===== src/rtl/icache_pkg.sv =====
// Shared types and address-field helpers for the direct-mapped fetch cache.
// Field widths derive from LINES/WORDS; pc bits [1:0] never reach a field.
package icache_pkg;

  typedef enum logic [1:0] {
    IDLE = 2'd0,
    REQ  = 2'd1,
    FILL = 2'd2
  } state_t;

  function automatic int offset_w(input int words);
    return $clog2(words);
  endfunction

  function automatic int index_w(input int lines);
    return $clog2(lines);
  endfunction

  function automatic int tag_w(input int lines, input int words);
    return 30 - $clog2(lines) - $clog2(words);
  endfunction

  function automatic logic [31:0] pc_offset(input logic [31:0] pc, input int words);
    return (pc >> 2) & 32'(words - 1);
  endfunction

  function automatic logic [31:0] pc_index(input logic [31:0] pc, input int lines, input int words);
    return (pc >> (2 + $clog2(words))) & 32'(lines - 1);
  endfunction

  function automatic logic [31:0] pc_tag(input logic [31:0] pc, input int lines, input int words);
    return pc >> (2 + $clog2(words) + $clog2(lines));
  endfunction

  function automatic logic [31:0] line_base(input logic [31:0] pc, input int words);
    return pc & ~32'(4 * words - 1);
  endfunction

endpackage


===== src/rtl/icache_line_store.sv =====
// Valid/tag/data register arrays: combinational read port, one-word-per-cycle write port.
// Zero read latency; the writer never stalls.
module icache_line_store
  import icache_pkg::*;
#(
  parameter int LINES = 16,
  parameter int WORDS = 4
) (
  input  logic                             clock,
  input  logic                             reset,
  input  logic [index_w(LINES)-1:0]        rd_index,
  input  logic [offset_w(WORDS)-1:0]       rd_offset,
  output logic                             rd_valid,
  output logic [tag_w(LINES, WORDS)-1:0]   rd_tag,
  output logic [31:0]                      rd_word,
  input  logic                             wr_en,
  input  logic                             wr_last,
  input  logic [index_w(LINES)-1:0]        wr_index,
  input  logic [offset_w(WORDS)-1:0]       wr_offset,
  input  logic [31:0]                      wr_data,
  input  logic [tag_w(LINES, WORDS)-1:0]   wr_tag
);

  localparam int TW = tag_w(LINES, WORDS);

  logic [LINES-1:0] valid;
  logic [TW-1:0]    tags [LINES];
  logic [31:0]      data [LINES][WORDS];

  // A line being refilled reads invalid until its last beat installs the tag.
  always_ff @(posedge clock) begin
    if (!reset) begin
      valid <= '0;
    end else if (wr_en) begin
      valid[wr_index] <= wr_last;
    end
  end

  always_ff @(posedge clock) begin
    if (reset && wr_en) begin
      data[wr_index][wr_offset] <= wr_data;
      if (wr_last) begin
        tags[wr_index] <= wr_tag;
      end
    end
  end

  assign rd_valid = valid[rd_index];
  assign rd_tag   = tags[rd_index];
  assign rd_word  = data[rd_index][rd_offset];

endmodule


===== src/rtl/icache_fetch.sv =====
// Direct-mapped I-cache on the fetch path: hits return in the PC cycle, misses stall.
// Refill waits on mem_gnt and advances one word per mem_rvalid; gaps simply extend the stall.
module icache_fetch
  import icache_pkg::*;
#(
  parameter int LINES = 16,
  parameter int WORDS = 4
) (
  input  logic        clock,
  input  logic        reset,
  input  logic [31:0] pc,
  input  logic        fetch_en,
  input  logic        flush,
  output logic [31:0] instr,
  output logic        instr_valid,
  output logic        stall,
  output logic        mem_req,
  output logic [31:0] mem_addr,
  input  logic        mem_gnt,
  input  logic        mem_rvalid,
  input  logic [31:0] mem_rdata
);

  localparam int OW = offset_w(WORDS);
  localparam int IW = index_w(LINES);
  localparam int TW = tag_w(LINES, WORDS);

  state_t        state_q, state_d;
  logic [OW-1:0] beat_q;
  logic [31:0]   line_addr_q;
  logic [IW-1:0] idx_q;
  logic [TW-1:0] tag_q;

  logic [OW-1:0] pc_off;
  logic [IW-1:0] pc_idx;
  logic [TW-1:0] pc_tg;
  logic          rd_valid;
  logic [TW-1:0] rd_tag;
  logic [31:0]   rd_word;
  logic          lookup, hit, miss, last_beat, wr_en;

  // A redirect during refill needs no action: the line still installs and the
  // next IDLE cycle looks up the redirected pc, so the stale miss is never delivered.
  logic unused_flush;
  assign unused_flush = flush;

  assign pc_off = OW'(pc_offset(pc, WORDS));
  assign pc_idx = IW'(pc_index(pc, LINES, WORDS));
  assign pc_tg  = TW'(pc_tag(pc, LINES, WORDS));

  icache_line_store #(.LINES(LINES), .WORDS(WORDS)) u_store (
    .clock     (clock),
    .reset     (reset),
    .rd_index  (pc_idx),
    .rd_offset (pc_off),
    .rd_valid  (rd_valid),
    .rd_tag    (rd_tag),
    .rd_word   (rd_word),
    .wr_en     (wr_en),
    .wr_last   (last_beat),
    .wr_index  (idx_q),
    .wr_offset (beat_q),
    .wr_data   (mem_rdata),
    .wr_tag    (tag_q)
  );

  assign lookup    = (state_q == IDLE) && fetch_en && reset;
  assign hit       = lookup && rd_valid && (rd_tag == pc_tg);
  assign miss      = lookup && !hit;
  assign wr_en     = (state_q == FILL) && mem_rvalid;
  assign last_beat = (beat_q == OW'(WORDS - 1));

  always_ff @(posedge clock) begin
    if (!reset) begin
      state_q <= IDLE;
    end else begin
      state_q <= state_d;
    end
  end

  always_comb begin
    state_d = state_q;
    case (state_q)
      IDLE:    if (miss) state_d = REQ;
      REQ:     if (mem_gnt) state_d = FILL;
      FILL:    if (mem_rvalid && last_beat) state_d = IDLE;
      default: state_d = IDLE;
    endcase
  end

  always_comb begin
    instr       = hit ? rd_word : 32'h0;
    instr_valid = hit;
    stall       = miss || (state_q != IDLE);
    mem_req     = (state_q == REQ);
    mem_addr    = line_addr_q;
  end

  // Beat counter is OW bits wide, so it wraps to 0 after WORDS beats.
  always_ff @(posedge clock) begin
    if (!reset) begin
      beat_q      <= '0;
      line_addr_q <= '0;
      idx_q       <= '0;
      tag_q       <= '0;
    end else begin
      if (state_q == IDLE && miss) begin
        line_addr_q <= line_base(pc, WORDS);
        idx_q       <= pc_idx;
        tag_q       <= pc_tg;
      end
      if (wr_en) begin
        beat_q <= beat_q + 1'b1;
      end
    end
  end

endmodule


===== config.mk =====
export PLATFORM = sky130hd
export DESIGN_NAME = icache_fetch
export DESIGN_NICKNAME = d
export VERILOG_FILES = /design/src/rtl/icache_pkg.sv /design/src/rtl/icache_line_store.sv /design/src/rtl/icache_fetch.sv
export SDC_FILE = /design/constraint.sdc
export NUM_CORES = 2
export LEC_CHECK = 0
export ABC_CLOCK_PERIOD_IN_PS = 9400
export CAP_MARGIN = 20
export CORE_MARGIN = 10
export CORE_UTILIZATION = 50
export DETAILED_ROUTE_END_ITERATION = 16
export MAX_ROUTING_LAYER = met4
export PLACE_DENSITY = 0.64
export SETUP_SLACK_MARGIN = 0.5
export SLEW_MARGIN = 25
export SYNTH_ARGS = -nofsm -noshare
export SYNTH_HDL_FRONTEND = slang
export SYNTH_SLANG_ARGS = --single-unit

===== constraint.sdc =====
create_clock -name clock -period 9.4 [get_ports clock]
set_clock_uncertainty 0.2 [all_clocks]
set_input_delay 0.94 -clock clock [delete_from_list [all_inputs] [get_ports clock]]
set_output_delay 0.94 -clock clock [all_outputs]
set_load 0.005 [all_outputs]

# After elaboration in Yosys (flattened, before gate mapping)
# Memories as Yosys holds them, arrays and structs flattened.
# Index checks and enable logic that the tools add are counted.
# word_totals
elab_cells	60
output_inout_bits	67
mem_count	2
in_bits	70
ramBits	2432
register_bits	76
# classes
n_lt_le_gt_ge	6
addsub	1
mux	20
eq_ne	7
n_bitwise	2
reduce_logical	16
# mem_list
name	words	width	rd	rd_clocked_by_memory_dff	write_ports	line_no	source
u_store.data	16	128	1	0	1	icache_line_store.sv:28	logic [31:0] data [LINES][WORDS];
u_store.tags	16	24	1	0	1	icache_line_store.sv:27	logic [TW-1:0] tags [LINES];
# op_table
cell	n
$mux W128	1
$mux W32	4
$bmux W32 S2	1
$demux W32 S2	1
$eq A24 B24 Y1	1
$bwmux W16	1
$logic_and A1 B1 Y1	11
$lt A4 B5 Y1 const B	2
$ge A3 B3 Y1 const B	2
$mux W1	6
$mux W2	3
$not A2 Y3	2
$pmux W2 S3	1
$bmux W1 S4	1
$demux W1 S4	1
$eq A2 B2 Y1 const B	2
$ge A4 B1 Y1 const B	1
$ne A2 B1 Y1 const B	2
$lt A3 B1 Y1 const B	1
$reduce_and A3 Y1	1
$add A2 B1 Y2 const B	1
$eq A2 B1 Y1 const B	1
$logic_not A2 Y1	1
$ne A2 B2 Y1 const B	1
other kinds (3)	3

# Depth between registers and ports, before layout
# logic_depth
word_depth	9
ltp_mapped	15
ltp_nobuf	9

# By module
# Synthesis repeated with hierarchy kept, for this count alone.
# unflattened
hier_cells	4428
area_unflattened_um2	95734.3
# by_module_without_submodules
module	n_inst	cells_each	seq_area_each_um2	area_each_um2
icache_line_store	1	4137	73350.3	93424.6
icache_fetch	1	291	640.6	2309.7

# Worst setup path after synthesis
# No wires, ideal clock.
# synth_timing
kind	input to output
from	input port pc[4]
to	output port instr[22]
setup_slack_ns	4.311
arrival_ns	3.949
path_buffers	8
cell_stages	12
required_time_ns	8.260
path_cell_list	buf_6 > buf_6 > buf_6 > buf_4 > buf_2 > buf_2 > buf_2 > buf_2 > mux4_2 > mux4_2 > a211oi_1 > a211oi_2
# synth_via
elab_chain_len	5
elab_cells_between_ends	11
classes_between	1 x eq/ne; 6 x mux; 2 x reduce/logical; 2 x memory
# synth_rtl
item	line_no	source
start: declaration	icache_fetch.sv:11	input logic [31:0] pc,
$mem_v2 Z16 W128 or $bmux W1 S4 (tied branches)	n/a	
$bmux W32 S2 or $mux W1 (tied branches)	icache_line_store.sv:50, icache_line_store.sv:48	
$mux W32 (not written as such) or $logic_and A1 B1 Y1 (tied branches) (2 in a row)	icache_line_store.sv:50, icache_fetch.sv:68	
$mux W32 (*)	icache_fetch.sv:92	instr = hit ? rd_word : 32'h0;
end: declaration	icache_fetch.sv:14	output logic [31:0] instr,
# Every way passes the cells marked *; elsewhere a longest branch is shown, timed or not. The select of a mux whose other input is x is not followed.

# Worst setup path in the final report
# layout_timing
from	input port pc[4]
to	output port instr[14]
# The elaborated chain is that of the path after synthesis.

==> impl_metrics.csv <==
group,metric,value,unit
finish,nets,4346,
floorplan,start_util,0.503,
pwr,p_int,17.7,mW
placement,port_buffers,129,
cts,clk_latency,860,ps
setup_path,critPathMaxFanout,72,
routing,viasPerCell,6.26,
routing,avgRoutedWirePerCell,32.2,microns
global_routing,grt_max_degree,110,
floorplan,ioPinCount,137,
routing,vias,43700,
sta,rsz0062_at_grt,"false",
yosys,synth_area_leaders,"edfxtp_1 (76%), mux4_2 (18%), dfxtp_1 (1.0%)",
pwr,clkPwrFrac,0.407,
sta,relSlewSlack,0.286,
cts,cts_tree,"built",
routing,firstDrtPassIters,5,
floorplan,die_area,209000,sq um
pwr,seqPwrFrac,0.547,
hold_path,min_path_cells,2,
setup_path,critPathCaptureType,"output pin",
job,max_cap_violations,0,
setup_path,r2r-end,"u_store.data[0][7]",
placement,hpwl,121000,microns
cts,clock-root-buffer,"clkbuf_16",
pwr,p_switching,4.61,mW
setup_path,start_kind,"primary input",
cts,cts.clk_slew.worst_paths,60,ps
floorplan,rows,160,
placement,preCtsSetupSlack,1730,ps
sta,holdWs,287,ps
setup_path,r2r_setup_slack,5060,ps
routing,ant_nets,0,
setup_path,cpPeakStageDelay,810,ps
routing,routed_wl,225000,microns
yosys,synth_cell_types,59,
finish,final_cell_mix,"edfxtp_1 (2432), mux4_2 (745), clkbuf_16 (237)",
setup_path,crit_required,8260,ps
floorplan,die_h,457,microns
setup_path,crit_chain,"buf_8 -> buf_4 -> buf_12 -> buf_4 -> mux4_2 -> mux4_2 -> nor2b_1 -> a211oi_1 -> a311oi_1 -> clkdlybuf4s50_1",
routing,drc_errors,0,
outcome,status,"complete, no violations",
global_routing,antenna_found_initial,14,
cts,cts_hold_buf,0,
sta,max_clock_freq,140,MHz
yosys,synth_top_area_cell,"edfxtp_1",
global_routing,gr-total-overflow,0,
sta,worst_slew_pin_slew,1070,ps
setup_path,cp_data_arrival_time,6030,ps
yosys,yosysSeqAreaShare,0.775,
pwr,p_sw_frac,0.206,
pwr,power-per-cell-area,207,nW/um^2
setup_path,worstSetupPathType,"primary input to output pin",
yosys,synth-seq-cells,2480,
cts,cts-buffers-inserted,233,
pwr,ir_drop,197,uV
global_routing,grt_pass1_wl,325000,microns
hold_path,hp-start,"u_store.valid[4]",
sta,fin_crit_sh,0.762,
sta,fin_ws,2230,ps
cts,post_cts_buffers,0,
placement,place_congestion,0.784,
hold_path,min_to,"u_store.valid[4]",
yosys,synthCells,4019,
routing,drt_iter0_markers,5248,
yosys,syn_avg_cell_area,23.8,sq um
setup_path,ff2ff_path_depth,4,
sta,finalMaxSlewViolations,0,
floorplan,core_area,190000,sq um
setup_path,crit_slowest_cell,"a211oi_1",
setup_path,reg2reg_from,"beat_q[1]",
sta,tns,0,ps
yosys,synth.top_cell.area_share,0.765,
yosys,synthFlopType,"edfxtp_1",
yosys,syn_area,95500,sq um
pwr,combPwrFrac,0.046,
floorplan,die-width,457,microns
sta,finalSetupViolCount,0,
finish,drive_above_1_share,0.295,
cts,cts_resized,0,
finish,final_common_cell,"edfxtp_1",
yosys,synth_edf_count,2432,
hold_path,hold_path.class,"flip-flop to flip-flop",
yosys,synthArstFlopShare,0,
sta,hold_viol_final,0,
cts,clockBufferDepth,3,
sta,period_minus_slack,7170,ps
global_routing,first_global_vias,44700,
cts,clock_sinks,2480,
global_routing,grt_usage,0.221,
finish,areaGrowthSynthToFinish,12.7,%
yosys,ys_warn_count,0,
pwr,power.static_leakage,33.2,nW
cts,htreeDepth,4,
[power groups by stage]
stage / clock network (mW) / registers (mW) / logic, mW
finish: 9.10 / 12.2 / 1.02
global route: 9.68 / 12.2 / 1.09
CTS: 9.26 / 12.2 / 1.03
detailed placement: 0 / 12.4 / 1.03
global placement: 0 / 12.4 / 1.02
floorplan: 0 / 12.4 / 0.612
[worst max path at each step]
| stage | startpoint | to | slack, ps | depth (start not counted) |
|---|---|---|---|---|
| final | pc[4] | instr[14] | 2230 | 10 |
| after floorplan | pc[4] | instr[22] | 4310 | 12 |
| after detailed placement | pc[5] | instr[18] | 1730 | 12 |
| after global routing | pc[4] | instr[14] | 1840 | 10 |
| after global placement | pc[5] | instr[18] | 1740 | 12 |
| after CTS | pc[5] | instr[18] | 1740 | 12 |
[cells by family (layout without fill, tap and decap cells)]
kind of cell | count (synthesis) | count (layout) | synth area share
buffers and inverters | 250 | 696 | 0.0122
DFF | 2480 | 2480 | 0.775
other | 1 | 12 | 0.0000393
muxes | 821 | 821 | 0.184
xor gates and xnor gates | 22 | 22 | 0.00202
adders and majority gates | 4 | 4 | 0.000524
AOI/OAI and AO/OA | 135 | 135 | 0.0108
and+or+nand+nor | 306 | 306 | 0.0158
[critical path, delay by kind of cell]
kind                   cells  cell delay [ps]
AO/OA/AOI/OAI              2             1130
AND/OR/NAND/NOR            1              150
buffers and inverters      5             2540
multiplexers               2             1070
[through the flow]
| stage | instance area (sq um) | power, mW | utilization | cells |
|---|---|---|---|---|
| 5_1_grt | 108000 | 23.0 | 0.567 | 6985 |
| 3_5_place_dp | 100000 | 13.5 | 0.527 | 6548 |
| 3_3_place_gp | 100000 | 13.5 | 0.527 | 6545 |
| 4_1_cts | 108000 | 22.5 | 0.566 | 6979 |
| 6_report | 108000 | 22.3 | 0.567 | 6987 |
| 2_1_floorplan | 95500 | 13.0 | - | 4022 |
[sequential cells by signal, summed over array words and instances (netlist names)]
signal         cells
beat_q             2
idx_q              3
mem_addr           1
state_q            2
tag_q             24
u_store.data    2048
u_store.tags     384
u_store.valid     16
[synthesized netlist by cell type, drive strengths merged, types with 17 or more instances]
master,number
nor2b,32
xnor2,22
a21boi,17
mux2i,73
inv,23
buf,116
nand3,24
nand4,22
edfxtp,2432
mux4,746
clkbuf,111
dfxtp,48
nand2,76
a211oi,26
nor2,90
and2,19
o21ai,20
[final cells by class]
| type | instances | area [sq um] |
|---|---|---|
| repair buffers | 242 | 2170 |
| well taps | 2511 | 3140 |
| flip-flops and latches | 2480 | 74000 |
| clock inverters | 132 | 1100 |
| multi-input cells | 1292 | 20900 |
| inverters | 23 | 93.8 |
| fillers | 13600 | 82300 |
| diodes | 8 | 20.0 |
| clock buffers | 299 | 6270 |
[layer usage]
layer	track usage	wire length, microns
met4	0.0591	5740
met2	0.347	111000
met5	-	0
met1	0.300	91800
met3	0.0427	16700
No activity file was read; power rests on OpenSTA's default activity.
